`config.mk`:
```
export PLATFORM = sky130hd
export DESIGN_NAME = regfile_write_port
export DESIGN_NICKNAME = d
export VERILOG_FILES = /design/src/rtl/rf_pkg.sv /design/src/rtl/decoder_5to32.sv /design/src/rtl/regfile_write_port.sv
export SDC_FILE = /design/constraint.sdc
export NUM_CORES = 1
export LEC_CHECK = 0
export BUFFER_PORTS_ARGS = -buffer_cell sky130_fd_sc_hd__buf_2
export CAP_MARGIN = 20
export CORE_AREA = 2 2 413 415
export DETAILED_ROUTE_END_ITERATION = 6
export DIE_AREA = 0 0 415 417
export GPL_ROUTABILITY_DRIVEN = 0
export HOLD_SLACK_MARGIN = 0.08
export PLACE_DENSITY_LB_ADDON = 0.1
export SLEW_MARGIN = 10
export SYNTH_ARGS = -nofsm -noshare
export SYNTH_HDL_FRONTEND = slang
export SYNTH_HIERARCHICAL = 1
export SYNTH_SLANG_ARGS = --single-unit
```
`constraint.sdc`:
```
create_clock -name clk -period 3.41 [get_ports clk]
set_input_delay 0.5115 -clock clk [delete_from_list [all_inputs] [get_ports clk]]
set_output_delay 0.5115 -clock clk [all_outputs]
set_load 0.03 [all_outputs]
```
`src/rtl/rf_pkg.sv`:
```
// Shared sizing and state encoding for the register-file write port.
package rf_pkg;
    localparam int RF_DATA_W   = 32;
    localparam int RF_ADDR_W   = 5;
    localparam int RF_NUM_REGS = 2 ** RF_ADDR_W;

    typedef enum logic {
        IDLE  = 1'b0,
        CLEAR = 1'b1
    } rf_state_t;
endpackage

```
`src/rtl/decoder_5to32.sv`:
```
// Address-to-one-hot enable decoder; all outputs low when en is low.
module decoder_5to32 #(
    parameter int ADDR_W   = 5,
    parameter int NUM_REGS = 2 ** ADDR_W
) (
    input  logic                en,
    input  logic [ADDR_W-1:0]   addr,
    output logic [NUM_REGS-1:0] onehot
);
    always_comb begin
        onehot = '0;
        if (en) onehot[addr] = 1'b1;
    end
endmodule

```
`src/rtl/regfile_write_port.sv`:
```
// Write side of the register file: valid/ready write port, sequenced clear,
// and the flattened register bus feeding the read mux.
module regfile_write_port
    import rf_pkg::*;
#(
    parameter int DATA_W   = RF_DATA_W,
    parameter int ADDR_W   = RF_ADDR_W,
    parameter int NUM_REGS = 2 ** ADDR_W
) (
    input  logic                       clk,
    input  logic                       rst_n,
    input  logic                       wr_valid,
    output logic                       wr_ready,
    input  logic [ADDR_W-1:0]          wr_addr,
    input  logic [DATA_W-1:0]          wr_data,
    input  logic                       clr_start,
    output logic                       busy,
    output logic [NUM_REGS*DATA_W-1:0] regs_flat
);
    localparam logic [ADDR_W-1:0] CNT_ONE  = ADDR_W'(1);
    localparam logic [ADDR_W-1:0] CNT_LAST = ADDR_W'(NUM_REGS - 1);

    rf_state_t                       state;
    logic [ADDR_W-1:0]               cnt;
    logic [NUM_REGS-1:0][DATA_W-1:0] rf;
    logic [NUM_REGS-1:0]             sel;
    logic [ADDR_W-1:0]               dec_addr;
    logic [DATA_W-1:0]               din;
    logic                            dec_en;

    assign busy     = (state == CLEAR);
    assign wr_ready = (state == IDLE) && !clr_start;

    // The clear sequence steals the single decoder input while busy.
    assign dec_addr = busy ? cnt : wr_addr;
    assign dec_en   = busy || (wr_valid && wr_ready);
    assign din      = busy ? '0 : wr_data;

    decoder_5to32 #(
        .ADDR_W   (ADDR_W),
        .NUM_REGS (NUM_REGS)
    ) u_dec (
        .en     (dec_en),
        .addr   (dec_addr),
        .onehot (sel)
    );

    always_ff @(posedge clk or negedge rst_n) begin
        if (!rst_n) begin
            state <= IDLE;
            cnt   <= '0;
        end else begin
            case (state)
                IDLE: if (clr_start) begin
                    state <= CLEAR;
                    cnt   <= CNT_ONE;
                end
                CLEAR: begin
                    if (cnt == CNT_LAST) begin
                        state <= IDLE;
                        cnt   <= '0;
                    end else begin
                        cnt <= cnt + CNT_ONE;
                    end
                end
                default: state <= IDLE;
            endcase
        end
    end

    for (genvar i = 0; i < NUM_REGS; i++) begin : g_reg
        // Entry 0 accepts the handshake but always loads zero.
        always_ff @(posedge clk or negedge rst_n) begin
            if (!rst_n)      rf[i] <= '0;
            else if (sel[i]) rf[i] <= (i == 0) ? '0 : din;
        end
    end

    assign regs_flat = rf;
endmodule

```
==> results.py, run 1 <==
metrics = {
    "run_status": {
        "outcome": "completed",
    },
    "clocking": {
        "cts_made_buffers": 118,
        "clock-sinks": 998,
        "cts_tree": "yes",
        "cts_resized": 0,
        "clk_pin_slew_ns": 0.06,
        "cts_root_buf": "clkbuf_16",
        "clock_latency_ns": 0.75,
        "cts_max_level": 3,
        "clockBufferDepth": 3,
    },
    "routing": {
        "wire_per_inst_um": 28.31,
        "dr.pass1.iters": 6,
        "drt_first_iter_violations": 1066,
        "drc": 0,
        "num_vias": 23950,
        "routed_wl_um": 161800,
        "postRouteAntennaNets": 0,
        "via_per_inst": 4.190,
    },
    "layout": {
        "final_common_cell": "buf_2",
        "nFillCells": 17340,
        "final_cell_mix": "1,033 x buf_2, 997 x dfrtp_1, 993 x mux2_2",
        "syn_to_final_growth_pct": 32.32,
        "final_util": 0.2997,
        "nets": 3439,
        "drive_above_1_share": 0.6845,
    },
    "setup_path": {
        "crit_fanout": 14,
        "crit_path_end": "regs_flat[409]",
        "cp-end-kind": "register",
        "r2r_end": "regs_flat[409]",
        "r2r_slack_ns": 0.56,
        "critPathKind": "register to register",
        "reg2reg_depth": 5,
        "crit_required_ns": 4.03,
        "r2r-start": "busy",
        "crit_arrival_ns": 3.47,
        "critPathLaunch": "busy",
        "worstSetupStartpointType": "register",
    },
    "placed_design": {
        "io_buffers": 1034,
        "place_hpwl_um": 113400,
    },
    "synth": {
        "synth_area_per_cell_um2": 16.22,
        "synthCells": 2354,
        "syn_area_um2": 38180,
        "ys_warn_count": 6,
    },
    "floorplanning": {
        "die_x_um": 415,
        "die_area_um2": 173100,
        "rows": 151,
        "num_io_pins": 1067,
        "die_y_um": 417,
        "initial_core_util": 0.2265,
        "core_area_um2": 168500,
    },
    "pwr": {
        "vdd_drop_max_v": 0.0003918,
        "powerDensity_nw_per_um2": 731.6,
        "total_power_w": 0.03696,
        "p_leak_nw": 27.84,
    },
    "timing": {
        "post-route-period-util": 0.8348,
        "max_freq_mhz": 351.3,
        "min_period_ns": 2.847,
        "max_slew_margin": 0.2918,
        "fin_skew_ns": 0.03340,
        "fin_tns_setup_ns": 0,
        "whs_ns": 0.3148,
        "tightest_slew_ns": 1.060,
        "final_max_slew_viol_count": 0,
        "hold_viol_final": 0,
        "setup_viol": 0,
        "rsz0062_at_grt": "no",
    },
    "global_routing": {
        "overflow": 0,
        "grt_pass1_vias": 25010,
        "track_usage": 0.1833,
        "grt_pass1_wl_um": 221700,
        "antenna_found_initial": 15,
        "grt_max_degree": 94,
    },
    "job": {
        "maxCapViolCount": 0,
    },
    "hold_path": {
        "hp-class": "primary input to asynchronous set/reset pin",
    },
}
## worst max-delay path, cell delays in order, from the launching register on
cell and delay (ns):
dfrtp_4 0.51, mux2_2 0.41, nand4b_1 0.51, nor2_4 0.72
buf_12 0.22, mux2_2 0.33
## where the power goes
group / switching, W / internal (W)
combinational: 0.00702 / 0.00311
clock: 0.00532 / 0.00747
sequential: 0.000728 / 0.0133
total: 0.0131 / 0.0239
## sequential cells by signal (all words and copies together), names as in the netlist
register	flops
cnt	5
busy	1
regs_flat	992
## layer usage
layer	global-route usage	vias to the layer above	part of all wire
met5	0	-	0
met4	0.07924	0	0.044
met3	0.05193	235	0.067
met1	0.2113	12740	0.39
li1	-	10190	-
met2	0.3168	785	0.50
## worst min-delay path by stage
stage                        start             end  slack (ns)  cells past startpoint
floorplan                    rst_n            busy        0.22                      0
global placement    regs_flat[685]  regs_flat[685]        0.47                      1
detailed placement  regs_flat[683]  regs_flat[683]        0.47                      1
CTS                          rst_n  regs_flat[496]        0.27                      2
global route           wr_data[20]  regs_flat[244]        0.31                      3
finish                       rst_n  regs_flat[496]        0.31                      2
## metrics by stage
| step | worst slack (ns) | std cells | instance area [um^2] |
|---|---|---|---|
| floorplan | 0.4891 | 2385 | 38290 |
| global placement | 0.4226 | 5491 | 46570 |
| detailed placement | 0.4466 | 5491 | 46570 |
| CTS | 0.4338 | 5711 | 50500 |
| global route | 0.4119 | 5714 | 50510 |
| finish | 0.5633 | 5716 | 50510 |
## repair_timing
item	in CTS	in global routing
setup buffers	0	0
endpoints found under the hold margin	44	0
hold buffers	2	0
## cell type report
class / count / area [um^2] / share of cell area
Clock buffer: 187 / 3583 / 0.07094
Timing Repair Buffer: 1150 / 6511 / 0.1289
Clock inverter: 31 / 325.3 / 0.006440
Multi-Input combinational cell: 1125 / 12320 / 0.2439
Antenna cell: 5 / 12.51 / 0.0002477
Inverter: 2 / 7.507 / 0.0001486
Tap cell: 2218 / 2775 / 0.05494
Sequential cell: 998 / 24980 / 0.4945
No activity file was read; power rests on OpenSTA's default activity.
==> run 2: changes to the inputs <==
--- a/config.mk
+++ b/config.mk
@@ -7,9 +7,9 @@
 export LEC_CHECK = 0
 export BUFFER_PORTS_ARGS = -buffer_cell sky130_fd_sc_hd__buf_2
 export CAP_MARGIN = 20
-export CORE_AREA = 2 2 413 415
+export CORE_AREA = 2 2 410 412
 export DETAILED_ROUTE_END_ITERATION = 6
-export DIE_AREA = 0 0 415 417
+export DIE_AREA = 0 0 412 414
 export GPL_ROUTABILITY_DRIVEN = 0
 export HOLD_SLACK_MARGIN = 0.08
 export PLACE_DENSITY_LB_ADDON = 0.1
==> constraint.sdc (replaced) <==
create_clock -name clk -period 2.6 [get_ports clk]
set_input_delay 0.39 -clock clk [delete_from_list [all_inputs] [get_ports clk]]
set_output_delay 0.39 -clock clk [all_outputs]
set_load 0.03 [all_outputs]
==> run 2 against run 1 <==
  * Via count is 0.44% higher
  * Clock power is 31% higher
  * Register-to-register slack worse by 0.37 ns
  * Die area is 1.4% lower
  * First-iteration DRC count is 11% lower
  * Global-route usage is 0.61 points higher
  * Final cell count is 0.19% higher
  * Sequential share of layout area is 0.60 points lower
  * Total power is 33% higher
  * Hold slack worse by 0.13 ns
  * Clock skew is 0.0043 ns lower
==> results.py, run 2 (synthesis gave the netlist of run 1 again) <==
metrics = {
    "run_status": {
        "outcome": "completed",
    },
    "pwr": {
        "p_switching_w": 0.01749,
        "vdd_drop_max_v": 0.0005245,
        "clock_power_share": 0.342,
        "p_leak_nw": 28.09,
        "pwr-share-seq": 0.375,
        "p_int_w": 0.03164,
        "powerDensity_nw_per_um2": 961.0,
        "p_comb_frac": 0.283,
        "swShare": 0.3560,
    },
    "timing": {
        "tightest_slew_ns": 0.8842,
        "post-route-period-util": 0.9306,
        "fin_skew_ns": 0.02912,
        "max_slew_margin": 0.4093,
        "min_period_ns": 2.419,
        "max_freq_mhz": 413.3,
        "whs_ns": 0.1880,
        "setup_viol": 0,
        "fin_tns_setup_ns": 0,
        "hold_viol_final": 0,
        "final_max_slew_viol_count": 0,
        "rsz0062_at_grt": "no",
    },
    "clocking": {
        "clockBufferDepth": 3,
        "cts_max_level": 3,
        "clock-sinks": 998,
        "cts_root_buf": "clkbuf_16",
        "clk_pin_slew_ns": 0.06,
        "cts_setup_buffers": 0,
        "cts_made_buffers": 118,
        "clock_latency_ns": 0.75,
        "cts_tree": "yes",
    },
    "setup_path": {
        "crit_fanout": 31,
        "r2r_slack_ns": 0.19,
        "crit_path_top_delay_cell": "dfrtp_4",
        "worstSetupStartpointType": "register",
        "cp-end-kind": "output port",
        "crit_required_ns": 2.21,
        "crit_path_end": "wr_ready",
        "critPathLaunch": "busy",
        "critPathKind": "register to output port",
        "path_cells": "buf_12, nor2_1, buf_4, buf_2",
        "critPathMaxStageDelay_ns": 0.54,
        "reg2reg_depth": 6,
        "r2r-start": "busy",
        "r2r_end": "regs_flat[669]",
        "crit_arrival_ns": 2.03,
    },
    "routing": {
        "num_vias": 24060,
        "drt_first_iter_violations": 954,
        "postRouteAntennaNets": 0,
        "drc": 0,
        "dr.pass1.iters": 4,
        "routed_wl_um": 164200,
        "via_per_inst": 4.200,
        "wire_per_inst_um": 28.68,
    },
    "global_routing": {
        "grt_pass1_wl_um": 225000,
        "antenna_found_initial": 20,
        "grt_max_degree": 102,
        "grt_pass1_vias": 25330,
        "track_usage": 0.1895,
        "overflow": 0,
    },
    "floorplanning": {
        "num_io_pins": 1067,
        "core_area_um2": 166300,
        "die_x_um": 412,
        "die_area_um2": 170600,
        "initial_core_util": 0.2296,
        "die_y_um": 414,
        "rows": 150,
    },
    "layout": {
        "final_common_cell": "buf_2",
        "drive_above_1_share": 0.6873,
        "nets": 3469,
        "final_cells": 5727,
        "final_cell_mix": "1,033 x buf_2, 997 x dfrtp_1, 991 x mux2_2",
        "syn_to_final_growth_pct": 33.93,
        "final_util": 0.3075,
        "nFillCells": 17070,
        "largest_register_ffs": 992,
    },
    "job": {
        "maxCapViolCount": 0,
    },
    "hold_path": {
        "hp-class": "primary input to asynchronous set/reset pin",
    },
    "placed_design": {
        "dp.cells": 5506,
        "place_hpwl_um": 115400,
        "io_buffers": 1034,
    },
}
## run 2: changes by cell type in the layout (fill, tap and decap cells not counted), moves of 2 or more
cell	change
buf_12	+30
mux2_4	+2
clkbuf_8	-11
nor2b_4	+4
bufinv_16	+3
clkinv_16	+3
clkinv_8	-3
clkinv_4	+4
nor2b_2	-4
clkinvlp_4	+3
clkbuf_1	-2
mux2_2	-2
## run 2: critical path, delay by kind of cell, from the launching register on
kind | cells | cell delay (ns)
simple gates | 1 | 0.13
flops | 1 | 0.54
buf+inv | 3 | 0.61
## run 2: cell type report
cell class	count	area, um^2	share of cell area
diodes	5	12.51	0.0002447
clock buffers	173	3400	0.06649
clock inverters	40	509.2	0.009960
inverters	2	7.507	0.0001468
multi-input cells	1125	12350	0.2416
flip-flops and latches	998	24980	0.4885
well taps	2204	2758	0.05393
repair buffers	1180	7114	0.1391
## run 2: power groups by stage
stage / registers, W / clock network (W) / logic (W)
after floorplan: 0.0224 / 0 / 0.00420
after global placement: 0.0186 / 0 / 0.0143
after detailed placement: 0.0187 / 0 / 0.0143
after CTS: 0.0184 / 0.0175 / 0.0143
after global routing: 0.0187 / 0.0181 / 0.0146
final: 0.0184 / 0.0168 / 0.0139
## run 2: layer usage
metal / vias up / global-route usage / part of all wire
li1: 10260 / - / -
met1: 12740 / 0.2309 / 0.41
met2: 860 / 0.3083 / 0.47
met5: - / 0 / 0.00024
met3: 195 / 0.06798 / 0.087
met4: 6 / 0.06464 / 0.033
## run 2: metrics by stage
step | setup WS (ns) | power (W) | instance area, um^2
floorplan | 0.009483 | 0.02664 | 38440
global placement | 0.1767 | 0.03290 | 47180
detailed placement | 0.1502 | 0.03296 | 47180
CTS | 0.009381 | 0.05019 | 51120
global route | 0.03856 | 0.05143 | 51120
finish | 0.1805 | 0.04914 | 51130
## run 2: worst min path at each step
stage | startpoint | end | slack (ns) | cells past startpoint
after detailed placement | rst_n | regs_flat[494] | 0.37 | 1
after floorplan | rst_n | busy | 0.09 | 0
final | rst_n | regs_flat[494] | 0.19 | 2
after global placement | rst_n | regs_flat[494] | 0.37 | 1
after CTS | rst_n | regs_flat[494] | 0.13 | 2
after global routing | rst_n | regs_flat[494] | 0.17 | 2
## run 2: what timing repair did
action / CTS / global route
hold buffers: 3 / 0
setup endpoints to repair: 0 / 0
resized for setup: 0 / 0
endpoints found under the hold margin: 503 / 0
==> run 3: changes to the inputs <==
--- a/config.mk
+++ b/config.mk
@@ -5,7 +5,7 @@
 export SDC_FILE = /design/constraint.sdc
 export NUM_CORES = 1
 export LEC_CHECK = 0
-export BUFFER_PORTS_ARGS = -buffer_cell sky130_fd_sc_hd__buf_2
+export BUFFER_PORTS_ARGS = -buffer_cell sky130_fd_sc_hd__clkbuf_2
 export CAP_MARGIN = 20
 export CORE_AREA = 2 2 410 412
 export DETAILED_ROUTE_END_ITERATION = 6
==> run 3 against run 2 <==
  * Clock power hardly changed
  * Final cell count is 0.19% higher
  * Total power shrank 0.35%
==> results.py, run 3 (synthesis gave the netlist of run 1 again) <==
metrics = {
    "timing": {
        "whs_ns": 0.1675,
        "setup_viol": 0,
        "post-route-period-util": 0.9220,
        "fin_tns_setup_ns": 0,
        "tightest_slew_ns": 1.047,
        "final_max_slew_viol_count": 0,
        "setup_slack_ns": 0.2028,
        "max_slew_margin": 0.3006,
        "fin_skew_ns": 0.05488,
        "hold_viol_final": 0,
        "rsz0062_at_grt": "no",
        "min_period_ns": 2.397,
        "max_freq_mhz": 417.2,
    },
    "job": {
        "maxCapViolCount": 0,
    },
    "setup_path": {
        "crit_required_ns": 3.17,
        "crit_arrival_ns": 2.97,
        "cp-end-kind": "register",
        "crit_fanout": 32,
        "crit_family": "simple AND/OR/NAND/NOR gates",
        "crit_buf_inv": 1,
        "critPathMaxStageDelay_ns": 0.61,
        "path_cells": "mux2_4, or4b_4, nor2_4, buf_12, mux2_2",
        "worstSetupStartpointType": "register",
        "crit_path_top_delay_cell": "or4b_4",
        "critPathKind": "register to register",
    },
    "placed_design": {
        "post-place-ws_ns": 0.1274,
        "place_hpwl_um": 115300,
        "dp.cells": 5505,
        "io_buffers": 1034,
    },
    "routing": {
        "drt_first_iter_violations": 1058,
        "via_per_inst": 4.162,
        "num_vias": 23880,
        "routed_wl_um": 162100,
        "wl_met3_um": 14000,
        "dr_wl_met2_um": 77340,
        "dr.pass1.iters": 4,
        "wire_per_inst_um": 28.25,
        "drc": 0,
        "top_layer": "met5",
        "postRouteAntennaNets": 0,
        "wl_met1_um": 65510,
    },
    "layout": {
        "nets": 3468,
        "syn_to_final_growth_pct": 34.12,
        "final_common_cell": "clkbuf_2",
        "final_cells": 5738,
        "final_cell_mix": "1,032 x clkbuf_2, 997 x dfrtp_1, 991 x mux2_2",
        "nFillCells": 17110,
        "largest_register_ffs": 992,
        "drive_above_1_share": 0.6866,
    },
    "clocking": {
        "clk_pin_slew_ns": 0.06,
        "cts_root_buf": "clkbuf_16",
        "clock-sinks": 998,
        "clockBufferDepth": 3,
        "clock_latency_ns": 0.74,
        "cts_max_level": 3,
        "cts_tree": "yes",
        "cts_made_buffers": 117,
    },
    "floorplanning": {
        "die_x_um": 412,
        "rows": 150,
        "initial_core_util": 0.2296,
        "die_area_um2": 170600,
        "die_y_um": 414,
        "core_area_um2": 166300,
        "num_io_pins": 1067,
    },
    "pwr": {
        "p_leak_nw": 27.22,
        "total_power_w": 0.04897,
        "vdd_drop_max_v": 0.0005753,
        "powerDensity_nw_per_um2": 956.4,
    },
    "hold_path": {
        "hp-class": "primary input to register",
    },
    "global_routing": {
        "grt_max_degree": 108,
        "overflow": 0,
        "grt_pass1_vias": 24940,
        "track_usage": 0.1864,
        "antenna_found_initial": 21,
        "grt_pass1_wl_um": 221800,
    },
    "run_status": {
        "outcome": "completed",
    },
}
==> run 3: cell types whose count changed in the layout (fill, tap and decap cells not counted), sizes merged <==
cell,change
clkbuf,+1047
buf,-1034
bufinv,-2
inv,-2
dlygate4sd3,+1
diode,+3
clkinvlp,-2
==> run 3: stage by stage <==
step | utilization | instance area [um^2]
2_1_floorplan | - | 38440
3_3_place_gp | 0.2834 | 47130
3_5_place_dp | 0.2837 | 47180
4_1_cts | 0.3078 | 51180
5_1_grt | 0.3078 | 51180
6_report | 0.3079 | 51200
==> run 3: worst paths after layout <==
check | end | depth (start not counted) | slack [ns] | startpoint
setup / recovery | regs_flat[49] | 5 | 0.20 | busy
hold / removal | regs_flat[62] | 3 | 0.17 | wr_data[30]
setup reg to reg | regs_flat[49] | 5 | 0.20 | busy
hold reg to reg | regs_flat[683] | 1 | 0.49 | regs_flat[683]
max in group asynchronous | regs_flat[724] | 3 | 1.43 | rst_n
min in group asynchronous | regs_flat[448] | 3 | 0.36 | rst_n
==> run 3: final cells by class <==
class,count,area [um^2],share of cell area
sequential,998,24980,0.4878
tap,2204,2758,0.05386
inverter,2,7.507,0.0001466
clock inverter,34,404.1,0.007893
antenna,8,20.02,0.0003910
clock buffer,187,3553,0.06940
timing repair buffer,1180,7127,0.1392
multi-input combinational,1125,12350,0.2413
==> run 3: what timing repair did <==
action / CTS / global route
buffers inserted: 0 / 0
endpoints found under the setup margin: 1 / 1
hold endpoints to repair: 513 / 0
hold buffers: 4 / 0
resized for setup: 1 / 1
==> run 3: tightest hold or removal path, stage by stage <==
cell	delay [ns]
clkbuf_2	0.08
nor2b_4	0.20
mux2_2	0.17
==> run 3: metal layers <==
layer	vias to the layer above	GRT usage
li1	10220	-
met1	12620	0.2245
met2	822	0.3077
met3	204	0.07113
met4	14	0.05431
met5	-	0
==> run 3: power by group <==
part / total (W) / internal, W / switching (W)
combinational: 0.0137 / 0.00439 / 0.00931
clock: 0.0168 / 0.00985 / 0.00693
sequential: 0.0185 / 0.0175 / 0.00103
total: 0.0490 / 0.0317 / 0.0173
